<file path="config.mk">
export PLATFORM = sky130hd
export DESIGN_NAME = level_sequencer
export DESIGN_NICKNAME = d
export VERILOG_FILES = /design/src/rtl/ddr_pkg.sv /design/src/rtl/ms_timer.sv /design/src/rtl/level_sequencer.sv
export SDC_FILE = /design/constraint.sdc
export NUM_CORES = 1
export LEC_CHECK = 0
export ABC_AREA = 1
export BUFFER_PORTS_ARGS = -buffer_cell sky130_fd_sc_hd__buf_2
export CAP_MARGIN = 0
export CORE_MARGIN = 2
export CORE_UTILIZATION = 36
export DETAILED_ROUTE_END_ITERATION = 6
export GPL_TIMING_DRIVEN = 0
export PLACE_DENSITY = 0.53
export REMOVE_ABC_BUFFERS = 1
export SLEW_MARGIN = 20
export SYNTH_ARGS = -nofsm -noshare
export SYNTH_HDL_FRONTEND = slang
export SYNTH_SLANG_ARGS = --single-unit
</file>
<file path="constraint.sdc">
create_clock -name clk -period 5.5 [get_ports clk]
set_input_delay 1.1 -clock clk [delete_from_list [all_inputs] [get_ports clk]]
set_output_delay 1.1 -clock clk [all_outputs]
set_load 0.05 [all_outputs]
</file>
<file path="src/rtl/ddr_pkg.sv">
// Shared definitions for the arrow-target sequencer: lane indices, FSM
// state encodings and the bit layout of a pattern-table entry.
package ddr_pkg;

  localparam int LANE_LEFT  = 0;
  localparam int LANE_RIGHT = 1;
  localparam int LANE_UP    = 2;
  localparam int LANE_DOWN  = 3;

  typedef enum logic [1:0] {
    S_IDLE  = 2'd0,
    S_RUN   = 2'd1,
    S_PAUSE = 2'd2
  } state_e;

  // Entry layout is {time_ms, lane_mask}: the mask sits in the low bits.
  localparam int ENT_MASK_LSB = 0;

  function automatic int ent_time_lsb(input int lanes);
    return lanes;
  endfunction

endpackage

</file>
<file path="src/rtl/ms_timer.sv">
// Millisecond timebase: a CLK_PER_MS prescaler feeding a saturating ms counter.
// clr_i restarts both counters; en_i low freezes them mid-count.
module ms_timer #(
  parameter int TIME_W     = 15,
  parameter int CLK_PER_MS = 50000
) (
  input  logic              clk,
  input  logic              rst,
  input  logic              clr_i,
  input  logic              en_i,
  output logic [TIME_W-1:0] ms_o,
  output logic              sat_o
);

  localparam int                PRE_W   = $clog2(CLK_PER_MS);
  localparam logic [PRE_W-1:0]  PRE_MAX = PRE_W'(CLK_PER_MS - 1);
  localparam logic [TIME_W-1:0] MS_MAX  = '1;

  logic [PRE_W-1:0]  pre_q;
  logic [TIME_W-1:0] ms_q;

  always_ff @(posedge clk) begin
    if (rst || clr_i) begin
      pre_q <= '0;
      ms_q  <= '0;
    end else if (en_i) begin
      if (pre_q == PRE_MAX) begin
        pre_q <= '0;
        if (ms_q != MS_MAX) ms_q <= ms_q + TIME_W'(1);
      end else begin
        pre_q <= pre_q + PRE_W'(1);
      end
    end
  end

  assign ms_o  = ms_q;
  assign sat_o = (ms_q == MS_MAX);

endmodule

</file>
<file path="src/rtl/level_sequencer.sv">
// Table-driven arrow-target sequencer: replays {time_ms, lane_mask} steps
// against a millisecond timebase, one lane pulse per due step.
module level_sequencer
  import ddr_pkg::*;
#(
  parameter int LANES      = 4,
  parameter int DEPTH      = 32,
  parameter int TIME_W     = 15,
  parameter int CLK_PER_MS = 50000
) (
  input  logic                       clk,
  input  logic                       rst,
  input  logic                       start,
  input  logic                       pause,
  input  logic                       loop,
  input  logic                       tbl_we,
  input  logic [$clog2(DEPTH)-1:0]   tbl_addr,
  input  logic [TIME_W+LANES-1:0]    tbl_wdata,
  output logic [LANES-1:0]           arrows,
  output logic                       done,
  output logic                       busy,
  output logic [$clog2(DEPTH):0]     step_idx
);

  localparam int             AW       = $clog2(DEPTH);
  localparam int             TIME_LSB = ent_time_lsb(LANES);
  localparam logic [AW:0]    IDX_END  = (AW + 1)'(DEPTH);

  logic [TIME_W+LANES-1:0] tbl_q [DEPTH];

  state_e            state_q;
  logic [AW:0]       idx_q;
  logic [LANES-1:0]  arrows_q;
  logic              done_q;
  logic              restart_q;

  logic [TIME_W+LANES-1:0] entry;
  logic [TIME_W-1:0]       ent_time;
  logic [LANES-1:0]        ent_mask;
  logic [TIME_W-1:0]       ms_cnt;
  logic                    ms_sat;
  logic                    due, go, end_lvl, fire_d, tmr_clr, tmr_en;

  assign entry    = tbl_q[idx_q[AW-1:0]];
  assign ent_time = entry[TIME_LSB +: TIME_W];
  assign ent_mask = entry[ENT_MASK_LSB +: LANES];

  // A looping level restarts exactly like a fresh start request one cycle later.
  assign go      = start | restart_q;
  assign due     = (ent_time <= ms_cnt);
  assign end_lvl = (idx_q == IDX_END) || (due && (ent_mask == '0)) || (ms_sat && !due);
  assign fire_d  = due && (ent_mask != '0);
  assign tmr_clr = go || ((state_q == S_RUN) && end_lvl);
  assign tmr_en  = (state_q == S_RUN);

  ms_timer #(
    .TIME_W     (TIME_W),
    .CLK_PER_MS (CLK_PER_MS)
  ) u_timer (
    .clk   (clk),
    .rst   (rst),
    .clr_i (tmr_clr),
    .en_i  (tmr_en),
    .ms_o  (ms_cnt),
    .sat_o (ms_sat)
  );

  always_ff @(posedge clk) begin
    if (tbl_we && (state_q == S_IDLE)) tbl_q[tbl_addr] <= tbl_wdata;
  end

  always_ff @(posedge clk) begin
    if (rst) begin
      state_q   <= S_IDLE;
      idx_q     <= '0;
      arrows_q  <= '0;
      done_q    <= 1'b0;
      restart_q <= 1'b0;
    end else begin
      arrows_q  <= '0;
      done_q    <= 1'b0;
      restart_q <= 1'b0;
      case (state_q)
        S_IDLE: begin
          if (start) begin
            state_q <= S_RUN;
            idx_q   <= '0;
          end
        end
        S_RUN: begin
          if (go) begin
            idx_q <= '0;
          end else if (end_lvl) begin
            done_q <= 1'b1;
            idx_q  <= '0;
            if (loop) restart_q <= 1'b1;
            else      state_q   <= S_IDLE;
          end else begin
            if (fire_d) begin
              arrows_q <= ent_mask;
              idx_q    <= idx_q + (AW + 1)'(1);
            end
            if (pause) state_q <= S_PAUSE;
          end
        end
        S_PAUSE: begin
          if (go) begin
            state_q <= S_RUN;
            idx_q   <= '0;
          end else if (!pause) begin
            state_q <= S_RUN;
          end
        end
        default: state_q <= S_IDLE;
      endcase
    end
  end

  assign arrows   = arrows_q;
  assign done     = done_q;
  assign busy     = (state_q != S_IDLE);
  assign step_idx = idx_q;

endmodule

</file>
After elaboration in Yosys (flattened, before gate mapping)

Memory sizes are Yosys's and may differ from the RTL's. A register that Yosys moved wholly into a read port is not among the register bits.
Cells that the tools add are included.

Output and inout bits: 12
Flip-flop bits (word level): 45
Memories: 1
Memory bits (writable): 608
Input bits: 30

Multiplexer cells: 21
$add $sub $neg: 3
Magnitude comparators: 1
Equal/unequal tests: 13
Reduce and logical (&&, ||, !) cells: 21
Bitwise gates (word level): 4

Memories:

| name  | depth | width | rd ports | clocked after Yosys merged registers in | write ports | line                  | text |
|---|---|---|---|---|---|---|---|
| tbl_q | 32    | 19    | 1        | 1                                       | 1           | level_sequencer.sv:29 | `logic [TIME_W+LANES-1:0] tbl_q [DEPTH];` |

Operator list:

| cell                    | number |
|---|---|
| $mux W6                 | 5 |
| $pmux W6 S3             | 1 |
| $add A16 B1 Y16 const B | 1 |
| $eq A16 B16 Y1 const B  | 1 |
| $mux W16                | 1 |
| $add A15 B1 Y15 const B | 1 |
| $eq A15 B15 Y1 const B  | 1 |
| $le A15 B15 Y1          | 1 |
| $ne A15 B15 Y1 const B  | 1 |
| $mux W2                 | 7 |
| $mux W5                 | 2 |
| $ne A3 B3 Y1 const B    | 3 |
| $add A6 B1 Y6 const B   | 1 |
| $eq A6 B6 Y1 const B    | 1 |
| $ne A2 B2 Y1 const B    | 3 |
| $pmux W2 S3             | 1 |
| $logic_and A1 B1 Y1     | 5 |
| $reduce_and A5 Y1       | 1 |
| $reduce_or A5 Y1        | 1 |
| $logic_not A4 Y1        | 1 |
| $logic_or A1 B1 Y1      | 4 |
| $mux W1                 | 4 |
| $ne A4 B4 Y1 const B    | 1 |
| $reduce_and A4 Y1       | 1 |
| other kinds (12)        | 14 |

Depth between registers and ports, before layout

Word-level depth: 9
Mapped depth: 25

Modules after synthesis

A second synthesis with hierarchy kept.

Cells, all modules: 2250
Area, all modules: 26922.1 µm²

By module, submodules not included:

| module          | area each (µm²) | cells an instance | seq. area each (µm²) | instances |
|---|---|---|---|---|
| level_sequencer | 25160.4         | 1967              | 18637.9              | 1 |
| ms_timer        | 1761.7          | 283               | 620.6                | 1 |

Worst setup path after synthesis

OpenSTA, ideal clock, no wires.

Path kind: reg-to-reg
From: register with a tool-made name
To: register with a tool-made name
Stages on the path, launching flop included: 24
Setup slack: 2.150 ns
Arrival time: 3.236 ns
Clock period less this slack: 3.350 ns
Setup time: 0.114 ns
Path buffers: 6
Data required time: 5.386 ns
Cells stage by stage: dfxtp_1 -> buf_4 -> buf_2 -> buf_2 -> clkbuf_1 -> clkbuf_1 -> nor2_1 -> o221ai_1 -> a31oi_1 -> a32oi_1 -> ha_1 -> a21oi_1 -> o21ai_0 -> nand2_1 -> o211ai_1 -> nand3_1 -> nand2_1 -> nand3_1 -> nand4_4 -> o21bai_2 -> buf_6 -> nand2_1 -> nand2_1 -> nor2_1

==> out/qor.txt <==
Clock Sinks - 658
FF+latch area - 19300 sq um
Placed Cells - 3053
Worst Skew - 0.0238 ns
Post-DP HPWL - 39600 um
Cell area after synthesis - 26600 sq um
Clock Latency Late Sink - 0.61 ns
Row count - 99
Status - finished with violations
Sum Neg Setup Slack - 0 ns
Worst-path clk slew - 0.06 ns
Worst-case clock buffer depth - 3
Synth warnings - 0
Startpoint types - flop
RSZ-0062 raised after global routing - false
Mapped Cells - 2158
Non-Filler Instances - 3182
Area leader, netlist - edfxtp_1
Final Util - 42.0%
Max-cap check violation count - 0
Period minus WS final - 5.20 ns
# IOs - 42
Routed Wire Length - 69500 um
Fin crit share - 94.5%
ANT nets after route - 0
Final Max Tran Viols - 0
Failing checks - design-rule violations
Area used by multi-input combinational logic - 6770 sq um
Number of flops mapped to enable cells by yosys - 608
Syn Area/Cell - 12.3 sq um
Relative slew slack - 35.5%
Achievable Freq - 192 MHz
Vias in the first global route - 17100
Clock root buffer - clkbuf_16
Total gr overflow - 0
Worst-Margin Slew - 0.965 ns
DR iter-0 viols - 1845
Number of nets in the layout - 2215
Port bufs - 41
Die Y - 276 um
Num CTS Buffers - 70
Critical Path RT - 5.99 ns
Resized cells post-CTS - 0
DIE AREA - 76200 sq um
Drt via density - 5.41
Ranking of synthesized cells by area - edfxtp_1 (69%), nor2_1 (5.0%), o21ai_0 (5.0%)
Final Hold Viols - 0
Hold_buf cts - 0
Routability Congestion - 0.790
Hold Path Class - reg2reg
Fraction of registers with async set/reset - 0%
Largest net degree at the start of global routing - 180
Final routed DRC violation total - 2
Main synth FF type - edfxtp_1
Routed len/inst - 21.8 um
CORE AREA - 73100 sq um
Sequential element share of the synthesized area - 72.3%
Fill count - 6723
Initial antenna violation count - 3
Routed vias - 17200
CP Max Fanout - 179
Share of cells above drive strength 1 - 10.0%
VDD IR max - 305 uV
Die width - 276 um
TritonCTS clock tree - done
Pre-antenna DRT Iters - 7
Crit end category - flop
Pleak - 9.95 nW
Initial Util - 36.4%
Tot GR Track Use - 17.9%
Setup bufs post-CTS - 0
Pwr/cell area - 499 nW/um^2
WS Path Type - reg2reg
CP arrival - 5.69 ns
Distinct cells, synth - 39
Area growth syn-to-layout - 15.1%
Final setup viols - 0
H-tree depth - 3
#FFs+latches synth - 658
First-pass GRT wire length - 104000 um
Top cell type's share of synthesized area - 68.5%
Worst hold slack - 0.493 ns
-- cell families after synthesis --
group / after synthesis / synth area share (%)
adders and majority gates: 19 / 0.893
DFF: 658 / 72.3
buffers and inverters: 197 / 3.17
AOI/OAI and AO/OA: 439 / 9.98
xor gates and xnor gates: 14 / 0.460
and+or+nand+nor: 831 / 13.2
-- power by group --
part	leakage (nW)	internal, mW	switching, mW
Sequential	5.88	5.58	0.207
Combinational	2.99	1.50	3.46
Clock	1.08	2.68	1.89
Total	9.95	9.75	5.56
-- path summary, 6_finish.rpt --
path / startpoint / end / slack, ns / cells after the start
max: flop / flop / 0.30 / 21
min: u_timer.pre_q[0] / u_timer.pre_q[0] / 0.49 / 2
max reg2reg: flop / flop / 0.30 / 21
min reg2reg: u_timer.pre_q[0] / u_timer.pre_q[0] / 0.49 / 2
-- flip-flops by register name (all words and copies together) (netlist names), named ones only --
name and cells:
step_idx 6, restart_q 1, arrows 4, state_q 2, done 1, tbl_q 608, u_timer.ms_o 15, u_timer.pre_q 16
-- critical path: stages (launching register included) --
cell and delay, ns:
dfxtp_4 0.53, buf_16 0.31, inv_16 0.21, buf_16 0.28, o21ai_0 0.40, o22ai_1 0.10
o21ai_0 0.46, a32oi_1 0.25, ha_1 0.38, nand2_1 0.06, nor2_1 0.14, nand2_1 0.07
o211ai_1 0.09, nand3_1 0.09, nand2_1 0.13, nand2_1 0.12, nand3_2 0.14, nand4_4 0.16
o21bai_2 0.54, nand2_1 0.10, nand2_1 0.10, nor2_1 0.06
-- layout make-up --
cell class	count	share of cell area [%]
Timing Repair Buffer	69	3.01
Clock inverter	28	0.812
Antenna cell	2	0.0163
Inverter	64	0.886
Clock buffer	99	6.41
Multi-Input combinational cell	1303	22.1
Tap cell	959	3.91
Sequential cell	658	62.9
-- routing by layer --
layer / routed length, um / GRT usage, % / up-vias / share of wire (%)
li1: - / - / 7956 / -
met1: 30500 / 23.9 / 8658 / 44
met2: 33600 / 30.3 / 513 / 48
met3: 3970 / 2.74 / 87 / 5.7
met4: 1370 / 5.56 / 2 / 2.0
met5: 7 / 0 / - / 0.010
-- per-stage QoR --
stage               instance area (sq um)  total power [mW]  setup slack (ns)
CTS                                 30700              15.4             0.140
global route                        30700              16.1           0.00557
detailed placement                  28400              10.8             0.149
finish                              30700              15.3             0.304
global placement                    27400              10.0            -14.70
floorplan                           26000              8.92             -4.99
-- cells in the final DEF (no fill, tap or decap), drive strengths merged --
cell      Yosys  routed
dfxtp        50      50
a32oi        13      13
o21bai        1       1
clkbuf       98      99
ha           19      19
diode         0       2
inv          63      65
o22ai        30      30
a21oi        23      23
buf          35      69
o211ai        1       1
nor2        362     362
xor2         12      12
nand4        11      11
nor3         29      29
nand3       164     164
nor3b         8       8
o211a         1       1
clkinv        1      22
nor4          5       5
edfxtp      608     608
o221ai       90      90
a32o          1       1
o21ai       264     264
bufinv        0       4
xnor2         2       2
clkinvlp      0       1
nand2       252     252
a31oi        15      15
-- cell usage after synthesis (10+ instances only) --
| master | n |
|---|---|
| a21oi_1 | 23 |
| o22ai_1 | 30 |
| xor2_1 | 12 |
| clkbuf_1 | 97 |
| a31oi_1 | 15 |
| o221ai_1 | 90 |
| buf_2 | 16 |
| nand3_1 | 163 |
| inv_1 | 59 |
| nor2_1 | 355 |
| o21ai_0 | 264 |
| edfxtp_1 | 608 |
| a32oi_1 | 13 |
| nand2_1 | 251 |
| nand4_1 | 10 |
| nor3_1 | 25 |
| dfxtp_1 | 50 |
| ha_1 | 19 |
(Power assumes the default switching activity.)
